<file path="src/rtl/simon_pkg.sv">
// Shared types and helpers for the Simon Says round controller.
// Latency: n/a (types, constants and pure functions only).
// Backpressure: n/a.
package simon_pkg;

   localparam int MAX_STEPS = 32;
   localparam int IDX_W     = $clog2(MAX_STEPS);   // step index width (5)
   localparam int LEN_W     = IDX_W + 1;           // round length width (6)

   // Colour code: 0..3 select one LED, any code with bit 2 set is invalid.
   typedef logic [2:0] colour_t;

   localparam colour_t COL_RED    = 3'd0;
   localparam colour_t COL_GREEN  = 3'd1;
   localparam colour_t COL_YELLOW = 3'd2;
   localparam colour_t COL_BLUE   = 3'd3;

   typedef enum logic [2:0] {
      ST_IDLE,
      ST_SHOW_ON,
      ST_SHOW_OFF,
      ST_RELEASE,
      ST_WAIT_IN,
      ST_WIN,
      ST_FAIL
   } seq_state_t;

   // LED pattern for a colour; invalid codes light nothing.
   function automatic logic [3:0] colour_onehot(input colour_t c);
      logic [3:0] oh;
      oh = 4'b0000;
      if (!c[2]) begin
         oh[c[1:0]] = 1'b1;
      end
      return oh;
   endfunction

   // True when exactly one button is pressed.
   function automatic logic is_onehot4(input logic [3:0] v);
      return (v != 4'b0000) && ((v & (v - 4'd1)) == 4'b0000);
   endfunction

endpackage

</file>
<file path="src/rtl/seq_timer.sv">
// Loadable down-counter; done_o flags the last cycle of a loaded interval.
// Latency: a load of N makes done_o high N-1 cycles after the loading edge.
// Backpressure: none; a new load overrides any interval in progress.
module seq_timer #(
   parameter int W = 5
) (
   input  logic         clk_i,
   input  logic         reset_i,
   input  logic         load_i,
   input  logic [W-1:0] load_val_i,
   output logic         done_o
);

   logic [W-1:0] cnt_q;
   logic [W-1:0] cnt_d;

   // Next count: load wins, otherwise count down and park at zero.
   always_comb begin
      cnt_d = cnt_q;
      if (load_i) begin
         cnt_d = load_val_i;
      end else if (cnt_q != '0) begin
         cnt_d = cnt_q - W'(1);
      end
   end

   // Count register.
   always_ff @(posedge clk_i) begin
      if (reset_i) begin
         cnt_q <= '0;
      end else begin
         cnt_q <= cnt_d;
      end
   end

   // A load of N spends N cycles in the owning state: the last one is count 1.
   assign done_o = (cnt_q == W'(1));

endmodule

</file>
<file path="src/rtl/simon_sequencer.sv">
// Simon Says round controller: plays N colours on the LEDs, then checks N presses.
// Latency: every output is a register of the current state, one cycle behind it.
// Backpressure: none; start is ignored while busy, inputs are sampled each cycle.
module simon_sequencer
   import simon_pkg::*;
#(
   parameter int ON_CYCLES      = 4,
   parameter int OFF_CYCLES     = 2,
   parameter int TIMEOUT_CYCLES = 20
) (
   input  logic                    clk,
   input  logic                    reset,
   input  logic                    start,
   input  logic [LEN_W-1:0]        round_len,
   input  colour_t [MAX_STEPS-1:0] segment,
   input  logic [3:0]              player_input,
   output logic [3:0]              disp,
   output logic [IDX_W-1:0]        check_round,
   output logic                    busy,
   output logic                    input_phase,
   output logic                    round_won,
   output logic                    round_fail
);

   // One timer serves all three intervals, so size it for the longest one.
   localparam int MAX_ON_OFF   = (ON_CYCLES > OFF_CYCLES) ? ON_CYCLES : OFF_CYCLES;
   localparam int MAX_INTERVAL = (MAX_ON_OFF > TIMEOUT_CYCLES) ? MAX_ON_OFF : TIMEOUT_CYCLES;
   localparam int CNT_W        = $clog2(MAX_INTERVAL + 1);

   localparam logic [CNT_W-1:0] ON_LOAD  = CNT_W'(ON_CYCLES);
   localparam logic [CNT_W-1:0] OFF_LOAD = CNT_W'(OFF_CYCLES);
   localparam logic [CNT_W-1:0] TO_LOAD  = CNT_W'(TIMEOUT_CYCLES);
   localparam logic [LEN_W-1:0] LEN_MAX  = LEN_W'(MAX_STEPS);

   seq_state_t              state_q, state_d;
   logic [IDX_W-1:0]        idx_q, idx_d;
   logic [LEN_W-1:0]        len_q, len_d;
   colour_t [MAX_STEPS-1:0] snap_q, snap_d;

   logic             tmr_load;
   logic [CNT_W-1:0] tmr_val;
   logic             tmr_done;

   logic [3:0]       disp_q, disp_d;
   logic [IDX_W-1:0] check_q, check_d;
   logic             busy_q, busy_d;
   logic             inph_q, inph_d;
   logic             won_q, won_d;
   logic             fail_q, fail_d;

   logic [3:0] expect_oh;
   logic       last_step;
   logic       press_ok;

   seq_timer #(
      .W (CNT_W)
   ) u_timer (
      .clk_i      (clk),
      .reset_i    (reset),
      .load_i     (tmr_load),
      .load_val_i (tmr_val),
      .done_o     (tmr_done)
   );

   assign expect_oh = colour_onehot(snap_q[idx_q]);
   assign last_step = ({1'b0, idx_q} == (len_q - LEN_W'(1)));
   // An invalid slot gives expect_oh = 0, which no non-zero press can equal.
   assign press_ok  = is_onehot4(player_input) && (player_input == expect_oh);

   // Next-state logic: each state entry reloads the timer for its interval.
   always_comb begin
      state_d  = state_q;
      idx_d    = idx_q;
      len_d    = len_q;
      snap_d   = snap_q;
      tmr_load = 1'b0;
      tmr_val  = '0;
      case (state_q)
         ST_IDLE: begin
            if (start && (round_len != '0)) begin
               len_d    = (round_len > LEN_MAX) ? LEN_MAX : round_len;
               snap_d   = segment;
               idx_d    = '0;
               state_d  = ST_SHOW_ON;
               tmr_load = 1'b1;
               tmr_val  = ON_LOAD;
            end
         end
         ST_SHOW_ON: begin
            if (tmr_done) begin
               state_d  = ST_SHOW_OFF;
               tmr_load = 1'b1;
               tmr_val  = OFF_LOAD;
            end
         end
         ST_SHOW_OFF: begin
            if (tmr_done) begin
               tmr_load = 1'b1;
               if (last_step) begin
                  idx_d   = '0;
                  state_d = ST_RELEASE;
                  tmr_val = TO_LOAD;
               end else begin
                  idx_d   = idx_q + IDX_W'(1);
                  state_d = ST_SHOW_ON;
                  tmr_val = ON_LOAD;
               end
            end
         end
         ST_RELEASE: begin
            // Timeout is checked first so it beats a release in the same cycle.
            if (tmr_done) begin
               state_d = ST_FAIL;
            end else if (player_input == 4'b0000) begin
               state_d  = ST_WAIT_IN;
               tmr_load = 1'b1;
               tmr_val  = TO_LOAD;
            end
         end
         ST_WAIT_IN: begin
            if (tmr_done) begin
               state_d = ST_FAIL;
            end else if (player_input != 4'b0000) begin
               if (!press_ok) begin
                  state_d = ST_FAIL;
               end else if (last_step) begin
                  state_d = ST_WIN;
               end else begin
                  idx_d    = idx_q + IDX_W'(1);
                  state_d  = ST_RELEASE;
                  tmr_load = 1'b1;
                  tmr_val  = TO_LOAD;
               end
            end
         end
         ST_WIN:  state_d = ST_IDLE;
         ST_FAIL: state_d = ST_IDLE;
         default: state_d = ST_IDLE;
      endcase
   end

   // State and round context registers; reset discards any latched round.
   always_ff @(posedge clk) begin
      if (reset) begin
         state_q <= ST_IDLE;
         idx_q   <= '0;
         len_q   <= '0;
         snap_q  <= '0;
      end else begin
         state_q <= state_d;
         idx_q   <= idx_d;
         len_q   <= len_d;
         snap_q  <= snap_d;
      end
   end

   // Output decode from the current state, registered on the next edge.
   always_comb begin
      disp_d  = 4'b0000;
      check_d = '0;
      busy_d  = 1'b0;
      inph_d  = 1'b0;
      won_d   = 1'b0;
      fail_d  = 1'b0;
      case (state_q)
         ST_IDLE: begin
         end
         ST_SHOW_ON: begin
            busy_d  = 1'b1;
            check_d = idx_q;
            disp_d  = expect_oh;
         end
         ST_SHOW_OFF: begin
            busy_d  = 1'b1;
            check_d = idx_q;
         end
         ST_RELEASE, ST_WAIT_IN: begin
            busy_d  = 1'b1;
            inph_d  = 1'b1;
            check_d = idx_q;
            disp_d  = player_input;
         end
         ST_WIN: begin
            busy_d = 1'b1;
            won_d  = 1'b1;
         end
         ST_FAIL: begin
            busy_d = 1'b1;
            fail_d = 1'b1;
         end
         default: begin
         end
      endcase
   end

   // Output registers.
   always_ff @(posedge clk) begin
      if (reset) begin
         disp_q  <= 4'b0000;
         check_q <= '0;
         busy_q  <= 1'b0;
         inph_q  <= 1'b0;
         won_q   <= 1'b0;
         fail_q  <= 1'b0;
      end else begin
         disp_q  <= disp_d;
         check_q <= check_d;
         busy_q  <= busy_d;
         inph_q  <= inph_d;
         won_q   <= won_d;
         fail_q  <= fail_d;
      end
   end

   assign disp        = disp_q;
   assign check_round = check_q;
   assign busy        = busy_q;
   assign input_phase = inph_q;
   assign round_won   = won_q;
   assign round_fail  = fail_q;

endmodule

</file>
<file path="config.mk">
export PLATFORM = sky130hd
export DESIGN_NAME = simon_sequencer
export DESIGN_NICKNAME = d
export VERILOG_FILES = /design/src/rtl/simon_pkg.sv /design/src/rtl/seq_timer.sv /design/src/rtl/simon_sequencer.sv
export SDC_FILE = /design/constraint.sdc
export NUM_CORES = 1
export LEC_CHECK = 0
export ABC_CLOCK_PERIOD_IN_PS = 5400
export CAP_MARGIN = 40
export CORE_AREA = 5 5 111 113
export DETAILED_ROUTE_END_ITERATION = 8
export DIE_AREA = 0 0 116 118
export HOLD_SLACK_MARGIN = 0.02
export PLACE_DENSITY = 0.84
export SYNTH_ARGS = -nofsm -noshare
export SYNTH_HDL_FRONTEND = slang
export SYNTH_SLANG_ARGS = --single-unit
export TNS_END_PERCENT = 20
</file>
<file path="constraint.sdc">
create_clock -name clk -period 5.4 [get_ports clk]
set_input_delay 0.81 -clock clk [delete_from_list [all_inputs] [get_ports clk]]
set_output_delay 0.81 -clock clk [all_outputs]
set_load 0.005 [all_outputs]
</file>
==> run_results.csv, run 1 <==
group,metric,value,unit
status,outcome,"completed",
placement,dpl_cell_area,0.007251,mm^2
worst_setup_path,arrival,3.51,ns
yosys,syn_area,0.006060,mm^2
clock_network,cts_made_buffers,17,
final_layout,area_growth,28.68,%
power,switching_share,0.3218,
power,powerDensity,399.2,mW/mm^2
yosys,yosysSeqAreaShare,0.4229,
power,switching_power,1002,uW
worst_setup_path,crit_slowest_cell,"dfxtp_2",
hold_path,min_path_type,"reg -> reg",
drt,dr.pass1.iters,5,
yosys,ys_warn_count,0,
placement,dp_hpwl,10720,um
yosys,ys_seq_elements,128,
worst_setup_path,crit_fanout,25,
drt,dr.first_iter.drc_count,401,
global_route,antenna_found_initial,0,
clock_network,cts_root_buf,"clkbuf_16",
clock_network,post_cts_buffers,0,
global_route,grt_pass1_vias,5442,
timing,setup_viol,0,
clock_network,clkTransAtPathRegs,0.05,ns
clock_network,cts_tree,"built",
worst_setup_path,cp-start-kind,"register",
placement,gp_congestion,0.8548,
drt,drt-total-wl,15160,um
final_layout,fill_cells,885,
clock_network,cts.hold.buffers_added,0,
die,dieArea,0.01369,mm^2
timing,fin_crit_sh,0.5958,
power,p_int,2111,uW
clock_network,clock_path_buffers,2,
worst_setup_path,crit_path_max_incr_delay,0.61,ns
power,p_leak,0.002855,uW
yosys,synth_area_per_cell,8.523,um^2
yosys,syn_nets,824,
clock_network,h-tree-depth,4,
worst_setup_path,crit_family,"multiplexers",
timing,tns,0,ns
power,max-vdd-ir-drop,0.1943,mV
timing,fmax,310.8,MHz
final_layout,final_util,0.6948,
timing,finClkSkew,0.007454,ns
worst_setup_path,crit_required,5.69,ns
die,core,0.01122,mm^2
clock_network,cts_sinks,128,
die,io_pins,122,
worst_setup_path,cp-end-kind,"register",
clock_network,clock_latency,0.42,ns
final_layout,drive_above_1_share,0.07937,
yosys,synthArstFlopShare,0,
die,die_y,118,um
global_route,globalRoute.totalOverflow,0,
die,rows,39,
timing,rsz0062_at_grt,"no",
worst_setup_path,worst-path-buf-inv,1,
die,die_w,116,um
drt,drc_errors,0,
clock_network,cts_resized,0,
timing,setup_slack,2.183,ns
final_layout,finalNetCount,921,
global_route,grt_pass1_wl,25470,um
drt,dr_total_vias,5438,
global_route,grt_max_degree,75,
drt,viasPerCell,5.653,
placement,pre_cts_ws,1.947,ns
yosys,ys.flop_type,"dfxtp_1",
timing,slew_violations,0,
yosys,synth_cell_type_count,69,
final_layout,n_antenna_cell,0,
yosys,synthCells,711,
worst_setup_path,crit_type,"reg -> reg",
yosys,synth_edf_count,0,
timing,slew_headroom,0.4763,
timing,tightest_slew,0.7835,ns
timing,period_needed,3.217,ns
drt,drtAntennaViolNets,0,
drt,routedWlPerCell,15.76,um
power,clock_power_share,0.338,
global_route,grt.total_usage,0.2304,
power,p_comb_frac,0.272,
power,pwr-share-seq,0.390,
timing,hold_violations,0,
flow_run,cap_violations,0,
worst_setup_path,crit_chain,"buf_4 > mux4_2 > a211oi_2 > nor3_1 > a2111oi_4 > o211ai_2 > nand2_2 > mux2_1",
final_layout,final_area,0.007797,mm^2
die,initial_core_util,0.5399,
placement,port-buffer-count,121,
==> placed cells by master, fill, tap and decap left out, types with 3 or more instances in the layout <==
| cell type | netlist | final |
|---|---|---|
| nand2_1 | 221 | 220 |
| dfxtp_1 | 128 | 127 |
| clkdlybuf4s50_1 | 0 | 120 |
| a21oi_1 | 114 | 114 |
| mux2i_1 | 22 | 22 |
| nor2_1 | 20 | 20 |
| clkbuf_16 | 0 | 17 |
| mux4_1 | 13 | 13 |
| nand3b_1 | 10 | 10 |
| nand3_1 | 9 | 9 |
| inv_1 | 8 | 8 |
| xnor2_1 | 8 | 8 |
| nor2b_1 | 7 | 7 |
| nor3_1 | 7 | 7 |
| and2_1 | 6 | 6 |
| clkinvlp_4 | 0 | 6 |
| buf_4 | 1 | 6 |
| xor2_1 | 5 | 5 |
| and2b_2 | 4 | 4 |
| a22oi_1 | 4 | 4 |
| o21ai_0 | 4 | 4 |
| ha_1 | 4 | 4 |
| or2_2 | 3 | 3 |
| and3_1 | 3 | 3 |
| o221ai_1 | 3 | 3 |
| a22o_1 | 3 | 3 |
| nand2b_1 | 3 | 3 |
| clkinv_2 | 0 | 3 |
==> through the flow <==
step	hold WS, ns	total power (uW)	instances
2_1_floorplan	0.4315	1819	711
3_3_place_gp	0.4374	2001	930
3_5_place_dp	0.4434	2068	932
4_1_cts	0.4509	3122	962
5_1_grt	0.4715	3295	962
6_report	0.4501	3113	962
==> layer usage <==
layer  share of wire  vias up  global-route usage
met1            0.42     2559              0.2872
met3           0.057       37             0.04987
li1                -     2647                   -
met5               0        -                   0
met2            0.50      195              0.3820
met4           0.026        0             0.09500
==> power by group through the flow <==
stage / logic [uW] / registers (uW) / clock network (uW)
detailed placement: 838 / 1230 / 0
finish: 848 / 1210 / 1050
global route: 944 / 1230 / 1120
global placement: 785 / 1220 / 0
floorplan: 641 / 1180 / 0
CTS: 845 / 1210 / 1060
==> layout make-up <==
| type | instances | area, um^2 | area share |
|---|---|---|---|
| multi-input combinational | 525 | 3177 | 0.4074 |
| sequential | 128 | 2564 | 0.3288 |
| timing repair buffer | 128 | 1301 | 0.1669 |
| inverter | 8 | 30.03 | 0.003851 |
| clock inverter | 10 | 90.09 | 0.01155 |
| clock buffer | 20 | 456.7 | 0.05857 |
| tap | 143 | 178.9 | 0.02295 |
==> cells in the mapped netlist (all sizes together), types with 2 or more instances <==
master | n | area [um^2]
xor2 | 5 | 43.79
a22oi | 4 | 30.03
o211ai | 3 | 27.52
a311oi | 2 | 17.52
or2 | 3 | 18.77
nand2 | 222 | 835.8
o221ai | 4 | 41.29
nor2 | 20 | 75.07
nor2b | 7 | 43.79
a31oi | 2 | 12.51
nor3b | 2 | 15.01
a22o | 4 | 36.29
nand2b | 3 | 18.77
and2 | 6 | 37.54
ha | 4 | 50.05
nor4b | 3 | 32.53
dfxtp | 128 | 2562
nand4b | 2 | 17.52
inv | 8 | 30.03
mux2 | 2 | 22.52
a211oi | 2 | 20.02
and2b | 4 | 35.03
and3 | 3 | 18.77
a41oi | 2 | 17.52
xnor2 | 8 | 70.07
nor3 | 8 | 45.04
clkbuf | 42 | 207.7
o31ai | 2 | 15.01
a21oi | 114 | 570.6
mux2i | 22 | 220.2
o21bai | 2 | 15.01
nand3b | 11 | 95.09
buf | 8 | 96.34
nand3 | 9 | 45.04
nor4 | 2 | 12.51
mux4 | 15 | 386.6
o21ai | 5 | 28.78
==> worst reg2reg max path: cells and delay by family, from the launching register on <==
family / cells / cell delay (ns)
multiplexers: 2 / 0.90
flip-flops: 1 / 0.61
AND/OR/NAND/NOR: 2 / 0.31
AO/OA/AOI/OAI: 3 / 0.88
buffers and inverters: 1 / 0.40
==> state kept, by name (all words and copies together), names as in the netlist <==
signal	cells
round_won	1
round_fail	1
busy	1
snap_q	96
idx_q	5
len_q	6
check_round	5
input_phase	1
state_q	3
u_timer.cnt_q	5
disp	4
==> worst paths after layout <==
path	slack, ns	start	cells after the start	endpoint
setup / recovery	2.18	idx_q[0]	8	idx_q[0]
hold / removal	0.45	snap_q[54]	2	snap_q[54]
setup reg to reg	2.18	idx_q[0]	8	idx_q[0]
hold reg to reg	0.45	snap_q[54]	2	snap_q[54]
==> logic make-up (layout without fill, tap and decap cells) <==
| group | after synthesis | in the layout | share of synthesized area |
|---|---|---|---|
| xor gates and xnor gates | 13 | 13 | 0.01879 |
| adders and majority gates | 4 | 4 | 0.008260 |
| DFF | 128 | 128 | 0.4229 |
| and+or+nand+nor | 313 | 313 | 0.2348 |
| muxes | 39 | 39 | 0.1039 |
| buffers and inverters | 58 | 166 | 0.05513 |
| AOI/OAI and AO/OA | 156 | 156 | 0.1563 |
(Power assumes the default switching activity.)
==> inputs of run 2 (changes only) <==
--- a/config.mk
+++ b/config.mk
@@ -5,13 +5,13 @@
 export SDC_FILE = /design/constraint.sdc
 export NUM_CORES = 1
 export LEC_CHECK = 0
-export ABC_CLOCK_PERIOD_IN_PS = 5400
+export ABC_CLOCK_PERIOD_IN_PS = 2900
 export CAP_MARGIN = 40
-export CORE_AREA = 5 5 111 113
+export CORE_AREA = 5 5 120 122
 export DETAILED_ROUTE_END_ITERATION = 8
-export DIE_AREA = 0 0 116 118
+export DIE_AREA = 0 0 125 127
 export HOLD_SLACK_MARGIN = 0.02
-export PLACE_DENSITY = 0.84
+export PLACE_DENSITY = 0.76
 export SYNTH_ARGS = -nofsm -noshare
 export SYNTH_HDL_FRONTEND = slang
 export SYNTH_SLANG_ARGS = --single-unit
==> constraint.sdc (replaced) <==
create_clock -name clk -period 2.9 [get_ports clk]
set_input_delay 0.435 -clock clk [delete_from_list [all_inputs] [get_ports clk]]
set_output_delay 0.435 -clock clk [all_outputs]
set_load 0.005 [all_outputs]
==> run_results.csv, run 2 (synthesized netlist as in run 1, its figures left out) <==
group,metric,value,unit
flow_run,cap_violations,0,
final_layout,area_growth,31.57,%
drt,drtAntennaViolNets,0,
timing,slew_violations,0,
die,core,0.01309,mm^2
drt,drt-total-wl,15720,um
worst_setup_path,cp-end-kind,"register",
final_layout,top_regs,"snap_q x96, len_q x6",
global_route,antenna_found_initial,0,
timing,slew_headroom,0.4807,
timing,tightest_slew,0.7770,ns
clock_network,cts_root_buf,"clkbuf_16",
clock_network,clock_path_buffers,2,
global_route,grt_pass1_wl,25320,um
final_layout,regMostFlops,"snap_q",
global_route,grt.total_usage,0.1957,
final_layout,final_common_cell,"nand2_1",
timing,fin_crit_sh,0.9521,
timing,setup_viol,0,
power,p_leak,0.002953,uW
hold_path,min_path_type,"reg -> reg",
timing,hold_violations,0,
placement,gp_congestion,0.9039,
timing,tns,0,ns
timing,fmax,362.2,MHz
global_route,globalRoute.totalOverflow,0,
worst_setup_path,cp-start-kind,"register",
clock_network,clkTransAtPathRegs,0.06,ns
placement,dp_hpwl,11580,um
clock_network,cts.hold.buffers_added,0,
drt,viasPerCell,5.425,
drt,drc_errors,0,
timing,setup_slack,0.1388,ns
clock_network,cts_made_buffers,17,
drt,dr.pass1.iters,7,
die,initial_core_util,0.4631,
placement,port-buffer-count,121,
power,max-vdd-ir-drop,0.4599,mV
power,powerDensity,752.7,mW/mm^2
timing,rsz0062_at_grt,"no",
global_route,grt_pass1_vias,5451,
worst_setup_path,crit_fanout,11,
timing,hold_ws,0.4523,ns
timing,period_needed,2.761,ns
clock_network,cts_tree,"built",
final_layout,final_cell_mix,"220 x nand2_1, 126 x dfxtp_1, 120 x clkdlybuf4s50_1",
final_layout,final_util,0.6093,
clock_network,h-tree-depth,4,
placement,pre_cts_ws,0.06495,ns
drt,dr.first_iter.drc_count,313,
die,io_pins,122,
drt,routedWlPerCell,15.55,um
clock_network,post_cts_buffers,0,
timing,finClkSkew,0.006325,ns
final_layout,n_antenna_cell,0,
final_layout,finalNetCount,935,
final_layout,largest_reg_flops,96,
die,dieArea,0.01588,mm^2
die,die_w,125,um
worst_setup_path,arrival,3.07,ns
die,rows,42,
die,die_y,127,um
clock_network,cts_sinks,128,
status,outcome,"completed",
worst_setup_path,crit_type,"reg -> reg",
worst_setup_path,crit_required,3.21,ns
drt,dr_total_vias,5485,
clock_network,clock_latency,0.43,ns
global_route,grt_max_degree,69,
final_layout,drive_above_1_share,0.09940,
run 2: worst paths after layout:
path | slack, ns | cells after the start | end | start
setup reg to reg | 0.14 | 9 | idx_q[1] | idx_q[0]
setup / recovery | 0.14 | 9 | idx_q[1] | idx_q[0]
hold / removal | 0.45 | 2 | snap_q[48] | snap_q[48]
hold reg to reg | 0.45 | 2 | snap_q[48] | snap_q[48]
run 2: power by group:
group          total [uW]  switching, uW  internal, uW
sequential           2270            218          2050
combinational        1600            913           690
clock                2130            844          1290
run 2: cell type report:
cell class / count / area, um^2
Tap cell: 176 / 220.2
Clock inverter: 15 / 173.9
Sequential cell: 128 / 2567
Inverter: 8 / 30.03
Multi-Input combinational cell: 525 / 3177
Clock buffer: 17 / 425.4
Fill cell: 1098 / 5112
Timing Repair Buffer: 142 / 1379
run 2: per-layer routing:
metal / part of all wire / track usage / wire (um)
met1: 0.41 / 0.2237 / 6371
met2: 0.52 / 0.3458 / 8107
met3: 0.055 / 0.05342 / 872
met4: 0.023 / 0.08355 / 368
met5: 0 / 0 / 0
run 2: metrics by stage:
step	total power (uW)	cells	instance area (um^2)
floorplan	3388	711	6060
global placement	3808	979	7370
detailed placement	3889	979	7370
CTS	6030	1011	7969
global route	6334	1011	7973
finish	6001	1011	7973
run 2: what timing repair did:
item / 4_1_cts / 5_1_grt
resized for setup: 0 / 2
endpoints found under the setup margin: 0 / 6
endpoints found under the hold margin: 0 / 0
run 2: worst max-delay path: stages (launching register included):
cell and delay, ns:
dfxtp_4 0.45, buf_4 0.16, mux4_1 0.54, nand2_1 0.10, and4b_2 0.25, o21ai_2 0.07, a2111oi_4 0.38, o211ai_2 0.20
nand2_2 0.13, mux2_1 0.33
==> inputs of run 3 (changes only) <==
--- a/config.mk
+++ b/config.mk
@@ -11,6 +11,7 @@
 export DETAILED_ROUTE_END_ITERATION = 8
 export DIE_AREA = 0 0 125 127
 export HOLD_SLACK_MARGIN = 0.02
+export MAX_ROUTING_LAYER = met4
 export PLACE_DENSITY = 0.76
 export SYNTH_ARGS = -nofsm -noshare
 export SYNTH_HDL_FRONTEND = slang
==> run_results.csv, run 3 (synthesized netlist as in run 1, its figures left out) <==
group,metric,value,unit
final_layout,regMostFlops,"snap_q",
power,powerDensity,753.4,mW/mm^2
timing,fin_crit_sh,0.9535,
global_route,grt_pass1_vias,5442,
flow_run,cap_violations,0,
worst_setup_path,crit_fanout,11,
power,max-vdd-ir-drop,0.4574,mV
worst_setup_path,crit_required,3.20,ns
worst_setup_path,crit_type,"reg -> reg",
clock_network,cts_tree,"built",
timing,fmax,361.6,MHz
final_layout,area_growth,31.57,%
placement,port-buffer-count,121,
worst_setup_path,crit_chain,"buf_4 > mux4_1 > nand2_1 > and4b_2 > o21ai_2 > a2111oi_4 > o211ai_2 > nand2_2 > mux2_1",
global_route,grt_pass1_wl,25320,um
final_layout,final_cells,1011,
clock_network,cts.hold.buffers_added,0,
timing,slew_violations,0,
drt,viasPerCell,5.409,
worst_setup_path,cp-start-kind,"register",
clock_network,cts_resized,0,
hold_path,min_path_type,"reg -> reg",
die,rows,42,
global_route,grt_max_degree,69,
placement,pre_cts_ws,0.06495,ns
worst_setup_path,worst-path-buf-inv,1,
placement,dp_cells,979,
timing,finClkSkew,0.008013,ns
timing,tightest_slew,0.7770,ns
worst_setup_path,crit_path_max_incr_delay,0.54,ns
final_layout,final_common_cell,"nand2_1",
timing,tns,0,ns
final_layout,finalNetCount,935,
clock_network,cts_sinks,128,
drt,drt-total-wl,15770,um
final_layout,top_regs,"snap_q x96, len_q x6",
timing,setup_viol,0,
die,die_y,127,um
clock_network,clock_path_buffers,2,
status,outcome,"completed",
timing,setup_slack,0.1348,ns
final_layout,final_cell_mix,"220 x nand2_1, 126 x dfxtp_1, 120 x clkdlybuf4s50_1",
worst_setup_path,arrival,3.07,ns
timing,hold_violations,0,
drt,drc_errors,0,
clock_network,post_cts_buffers,0,
timing,period_needed,2.765,ns
global_route,globalRoute.totalOverflow,0,
worst_setup_path,cp-end-kind,"register",
power,p_leak,0.002953,uW
clock_network,h-tree-depth,4,
die,core,0.01309,mm^2
worst_setup_path,crit_slowest_cell,"mux4_1",
clock_network,clock_latency,0.43,ns
drt,drtAntennaViolNets,0,
drt,dr.pass1.iters,5,
timing,slew_headroom,0.4806,
final_layout,fill_cells,1098,
clock_network,cts_made_buffers,17,
global_route,grt.total_usage,0.2018,
final_layout,drive_above_1_share,0.09940,
drt,dr_total_vias,5469,
global_route,antenna_found_initial,0,
timing,rsz0062_at_grt,"no",
clock_network,cts_root_buf,"clkbuf_16",
die,io_pins,122,
die,dieArea,0.01588,mm^2
clock_network,clkTransAtPathRegs,0.06,ns
drt,dr.first_iter.drc_count,336,
worst_setup_path,crit_family,"multiplexers",
placement,dp_hpwl,11580,um
final_layout,largest_reg_flops,96,
placement,gp_congestion,0.9194,
die,die_w,125,um
die,initial_core_util,0.4631,
final_layout,n_antenna_cell,0,
drt,routedWlPerCell,15.60,um
run 3: per-stage QoR:
stage	hold slack, ns	power, uW	util	instance area (um^2)
finish	0.4512	6007	0.6093	7973
global route	0.4633	6336	0.6093	7973
floorplan	0.4315	3388	-	6060
global placement	0.4406	3808	0.5632	7370
detailed placement	0.4434	3889	0.5632	7370
CTS	0.4516	6030	0.6090	7969
run 3: report_power, final:
part           internal, uW  leakage, uW  switching (uW)  total (uW)
Clock                  1290     0.000287             847        2130
Sequential             2050      0.00105             220        2270
Combinational           690      0.00162             915        1600
Total                  4030      0.00295            1980        6010
run 3: per-layer routing:
metal | track usage | up-vias | part of all wire
met3 | 0.05342 | 40 | 0.051
met4 | 0.08355 | 0 | 0.024
met1 | 0.2242 | 2564 | 0.41
met2 | 0.3461 | 177 | 0.51
met5 | - | - | 0
li1 | - | 2688 | -
run 3: worst paths after layout:
kind	startpoint	to	slack, ns	cells past startpoint
setup / recovery	idx_q[0]	idx_q[1]	0.13	9
hold / removal	snap_q[48]	snap_q[48]	0.45	2
setup reg to reg	idx_q[0]	idx_q[1]	0.13	9
hold reg to reg	snap_q[48]	snap_q[48]	0.45	2
run 3: cell type report:
type,instances,area [um^2],share of cell area
multi-input cells,525,3177,0.3985
inverters,8,30.03,0.003766
clock inverters,15,173.9,0.02181
flip-flops and latches,128,2567,0.3220
repair buffers,142,1379,0.1729
clock buffers,17,425.4,0.05336
well taps,176,220.2,0.02762
run 3: worst register-to-register path, delay by kind of cell (launching register included):
family / cells / cell delay, ns
AND/OR/NAND/NOR: 3 / 0.49
buffers and inverters: 1 / 0.17
AO/OA/AOI/OAI: 3 / 0.65
flip-flops: 1 / 0.45
multiplexers: 2 / 0.87
